===== config.mk =====
export PLATFORM = sky130hd
export DESIGN_NAME = barrel_shift_left_logical_pipe
export DESIGN_NICKNAME = d
export VERILOG_FILES = /design/src/rtl/barrel_shift_left_logical_pipe.sv
export SDC_FILE = /design/constraint.sdc
export NUM_CORES = 1
export LEC_CHECK = 0
export CAP_MARGIN = 10
export CORE_UTILIZATION = 32
export DETAILED_ROUTE_END_ITERATION = 10
export SETUP_SLACK_MARGIN = 0.05
export SLEW_MARGIN = 15
export SYNTH_ARGS = -nofsm -noshare
export SYNTH_HDL_FRONTEND = slang
export SYNTH_SLANG_ARGS = --single-unit

===== constraint.sdc =====
create_clock -name clk -period 1.8 [get_ports clk]
set_input_delay 0.18 -clock clk [delete_from_list [all_inputs] [get_ports clk]]
set_output_delay 0.18 -clock clk [all_outputs]
set_load 0.05 [all_outputs]

===== src/rtl/barrel_shift_left_logical_pipe.sv =====
// Two-stage elastic LSL shifter with ARM shifter-operand carry-out.
// Stage 1 classifies the amount and shifts by 0..7; stage 2 shifts by 0/8/16/24 and registers the result.
module barrel_shift_left_logical_pipe #(
    parameter int unsigned TAG_W = 4
) (
    input  logic             clk,
    input  logic             rst_n,
    input  logic             in_valid,
    output logic             in_ready,
    input  logic [31:0]      in_data,
    input  logic [7:0]       in_amount,
    input  logic             in_carry,
    input  logic [TAG_W-1:0] in_tag,
    output logic             out_valid,
    input  logic             out_ready,
    output logic [31:0]      out_data,
    output logic             out_carry,
    output logic [TAG_W-1:0] out_tag
);

    localparam int unsigned DATA_W = 32;
    localparam int unsigned AMT_W  = 8;

    typedef enum logic [1:0] {
        CLS_ZERO   = 2'd0,
        CLS_NORMAL = 2'd1,
        CLS_32     = 2'd2,
        CLS_OVER   = 2'd3
    } shift_class_e;

    // Stage 1 registers
    logic              s1_valid;
    logic [DATA_W-1:0] s1_data;
    logic [1:0]        s1_amt_hi;
    shift_class_e      s1_class;
    logic              s1_carry;
    logic [TAG_W-1:0]  s1_tag;

    // Flow control
    logic s2_load_c;
    logic s1_load_c;
    logic in_fire_c;

    assign s2_load_c = !out_valid || out_ready;
    assign s1_load_c = !s1_valid || s2_load_c;
    assign in_ready  = s1_load_c;
    assign in_fire_c = in_valid && s1_load_c;

    // Stage 1 combinational: range class, carry candidate, fine shift
    shift_class_e      cls_c;
    logic              carry_c;
    logic [4:0]        carry_idx_c;
    logic [DATA_W-1:0] sh0_c;
    logic [DATA_W-1:0] sh1_c;
    logic [DATA_W-1:0] sh2_c;

    always_comb begin
        cls_c       = CLS_NORMAL;
        carry_c     = 1'b0;
        carry_idx_c = 5'(6'd32 - {1'b0, in_amount[4:0]});
        if (in_amount == AMT_W'(0)) begin
            cls_c = CLS_ZERO;
        end else if (in_amount == AMT_W'(32)) begin
            cls_c = CLS_32;
        end else if (in_amount[7:5] != 3'b000) begin
            cls_c = CLS_OVER;
        end
        case (cls_c)
            CLS_ZERO:   carry_c = in_carry;
            CLS_NORMAL: carry_c = in_data[carry_idx_c];
            CLS_32:     carry_c = in_data[0];
            default:    carry_c = 1'b0;
        endcase
    end

    always_comb begin
        sh0_c = in_amount[0] ? {in_data[DATA_W-2:0], 1'b0} : in_data;
        sh1_c = in_amount[1] ? {sh0_c[DATA_W-3:0], 2'b00} : sh0_c;
        sh2_c = in_amount[2] ? {sh1_c[DATA_W-5:0], 4'h0} : sh1_c;
    end

    always_ff @(posedge clk or negedge rst_n) begin
        if (!rst_n) begin
            s1_valid  <= 1'b0;
            s1_data   <= '0;
            s1_amt_hi <= 2'b00;
            s1_class  <= CLS_ZERO;
            s1_carry  <= 1'b0;
            s1_tag    <= '0;
        end else begin
            if (s1_load_c) begin
                s1_valid <= in_valid;
            end
            if (in_fire_c) begin
                s1_data   <= sh2_c;
                s1_amt_hi <= in_amount[4:3];
                s1_class  <= cls_c;
                s1_carry  <= carry_c;
                s1_tag    <= in_tag;
            end
        end
    end

    // Stage 2 combinational: coarse shift and range forcing
    logic [DATA_W-1:0] sh3_c;
    logic [DATA_W-1:0] sh4_c;
    logic [DATA_W-1:0] res_c;

    always_comb begin
        sh3_c = s1_amt_hi[0] ? {s1_data[DATA_W-9:0], 8'h00} : s1_data;
        sh4_c = s1_amt_hi[1] ? {sh3_c[DATA_W-17:0], 16'h0000} : sh3_c;
        res_c = sh4_c;
        if (s1_class == CLS_32 || s1_class == CLS_OVER) begin
            res_c = '0;
        end
    end

    always_ff @(posedge clk or negedge rst_n) begin
        if (!rst_n) begin
            out_valid <= 1'b0;
            out_data  <= '0;
            out_carry <= 1'b0;
            out_tag   <= '0;
        end else if (s2_load_c) begin
            out_valid <= s1_valid;
            if (s1_valid) begin
                out_data  <= res_c;
                out_carry <= s1_carry;
                out_tag   <= s1_tag;
            end
        end
    end

endmodule

==> summary.txt <==
Status = complete, no violations
WP buf/inv = 1
Routed wire length per instance = 16.93 um
Post-DRT Antenna Nets = 0
CP endpoint kind = output pin
Row count = 44
Gr ovfl total = 0
# H-tree levels = 3
Max-slew violations = 0
Chip Height = 123.6 um
Ant. Diodes = 0
Final instance area = 6440 sq um
Root buf cell = clkbuf_16
Hold Path Class = in2async
GRT Overall Usage = 0.1676
Ys flop type = dfrtp_1
Layout Nets = 562
Worst hold slack = 346.6 ps
Vias = 3,700
Min Tclk post-route = 1693 ps
Hold Fails Final Rpt = 0
Starting DRT DRC Count = 191
Worst setup SP type = flip-flop
Die width = 123.6 um
Slew at the pin closest to its max-slew limit = 648.8 ps
Residual DRC = 0
Vias per cell = 5.278
I/O pins = 88
Antenna violations before repair = 0
Slowest CP cell = clkdlybuf4s50_1
Relative slew margins = 0.5670
Core Area = 14,480 sq um
Most common cell after layout, fill and taps aside = dfrtp_1
Syn_nets = 453
Critical path data required time = 1620 ps
Cell area power density = 975.9 nW/um^2
CP max FO = 2
Area growth from synthesis to layout = 36.02%
Cells along the critical path = clkdlybuf4s50_1
Peak supply drop = 0.4574 mV
Synth Register Bits = 79
Worst EP arrival = 1510 ps
Asr flop ratio synth = 1.000
Placer congestion estimate = 0.7925
Register area share after synthesis = 0.4175
Clock sinks = 79
Syn_area_per_cell = 11.75 sq um
Vias in the first global route = 3,734
Starting density of the core = 0.3270
Number of flops mapped to enable cells by yosys = 0
Global-route wire length before repair = 19,490 um
Most frequent cells in the layout = dfrtp_1 (78), clkdlybuf4s50_1 (72), nand2_1 (62)
Non-Filler Instances = 701
Clock Skews = 6.203 ps
Layout cell share with drive strength beyond 1 = 0.2456
Reg clk slew, reported paths = 60 ps
Area of the mapped netlist = 4735 sq um
Synth warn = 0
Crit share post-route = 0.9407
Final setup viols = 0
Delay-heaviest family, CP = buffers and inverters
Routed wire length = 11,870 um
Placed insts = 682
Cells after Synth = 403
Largest net degree at the start of global routing = 43
Clock Tree Buf Depth = 2
Port bufs = 87
Clock Latency Late Sink = 340 ps
Dpl hpwl = 9361 um
Leakage power = 2.846 nW
Maximum Capacitance Violations = 0
Dpl cell area = 6065 sq um
Netlist cell types = 47
Max Freq = 590.6 MHz
Detailed-router iteration count before antenna repair = 4
RSZ-0062 raised after global routing = false
Area of the die = 15,290 sq um
Num CTS Buffers = 9
CP Class = reg2out
CTS tree = yes
CP max stage delay = 810 ps
## Yosys cell counts, types with 6 or more instances
library cell	n	area, sq um
mux2i_1	56	560.5
a32o_1	8	80.08
nand2_1	63	236.5
buf_6	7	78.83
a211o_1	8	70.07
mux2_2	11	123.9
o21ai_1	26	130.1
a22o_1	17	148.9
dfrtp_1	79	1977
clkbuf_1	17	63.81
mux4_2	32	720.7
o21ai_0	19	95.09
nor2b_1	9	56.30
nor2_1	6	22.52
## power breakdown
group	total [mW]	internal, mW	leakage (nW)	switching [mW]
Clock	1.98	1.29	0.166	0.691
Combinational	2.04	0.899	1.67	1.14
Sequential	2.27	2.05	1.01	0.218
## what timing repair did
action | CTS | global route
pin swaps | 2 | 0
gates resized for setup | 3 | 3
setup buffers | 2 | 0
hold buffers | 1 | 0
hold endpoints to repair | 37 | 0
endpoints found under the setup margin | 1 | 17
## worst paths after layout
kind / start / to / slack, ps / cells after the start
min in group clk: in_valid / s1_valid / 460 / 2
setup / recovery: out_data[24] / out_data[24] / 110 / 1
hold reg to reg: out_data[12] / out_data[12] / 480 / 2
setup reg to reg: s1_amt_hi[0] / out_data[27] / 240 / 4
max in group asynchronous: rst_n / out_data[7] / 860 / 3
hold / removal: rst_n / s1_class[1] / 350 / 2
## layout make-up
cell class,count,area [sq um]
clock buffers,11,252.7
clock inverters,5,78.83
fillers,1361,8039
inverters,4,27.53
multi-input cells,287,2577
flip-flops and latches,79,1978
well taps,184,230.2
repair buffers,131,1295
## cells by family (layout without fill, tap and decap cells)
kind of cell,after synthesis,count (layout),share of synthesized area
compound gates,91,91,0.1332
xor+xnor,1,1,0.001850
fa+ha+maj,1,1,0.002642
buf+inv,37,151,0.04704
flops,79,79,0.4175
mux,101,101,0.3079
simple gates,93,93,0.08985
## state kept, by name, indices dropped and copies added, names as in the netlist, 2 cells and up
register / cells
out_data: 32
s1_tag: 4
out_tag: 4
s1_amt_hi: 2
s1_data: 32
## per-stage QoR
step / setup WS (ps) / util / power (mW) / setup TNS [ps]
2_1_floorplan: -91.94 / - / 3.565 / -1857
3_3_place_gp: -250.9 / 0.4189 / 4.290 / -4972
3_5_place_dp: -306.4 / 0.4189 / 4.334 / -7640
4_1_cts: 51.78 / 0.4443 / 6.338 / 0
5_1_grt: 52.36 / 0.4448 / 6.591 / 0
6_report: 106.7 / 0.4448 / 6.285 / 0
## per-layer routing
metal  part of all wire  vias up  wire [um]  GRT usage
li1                   -     1751          -          -
met1               0.48     1826       5737     0.2346
met2               0.45      107       5309     0.2587
met3              0.047       16        552    0.02656
met4              0.022        0        265    0.06777
met5                  0        -          0          0
No activity file was read; power rests on OpenSTA's default activity.
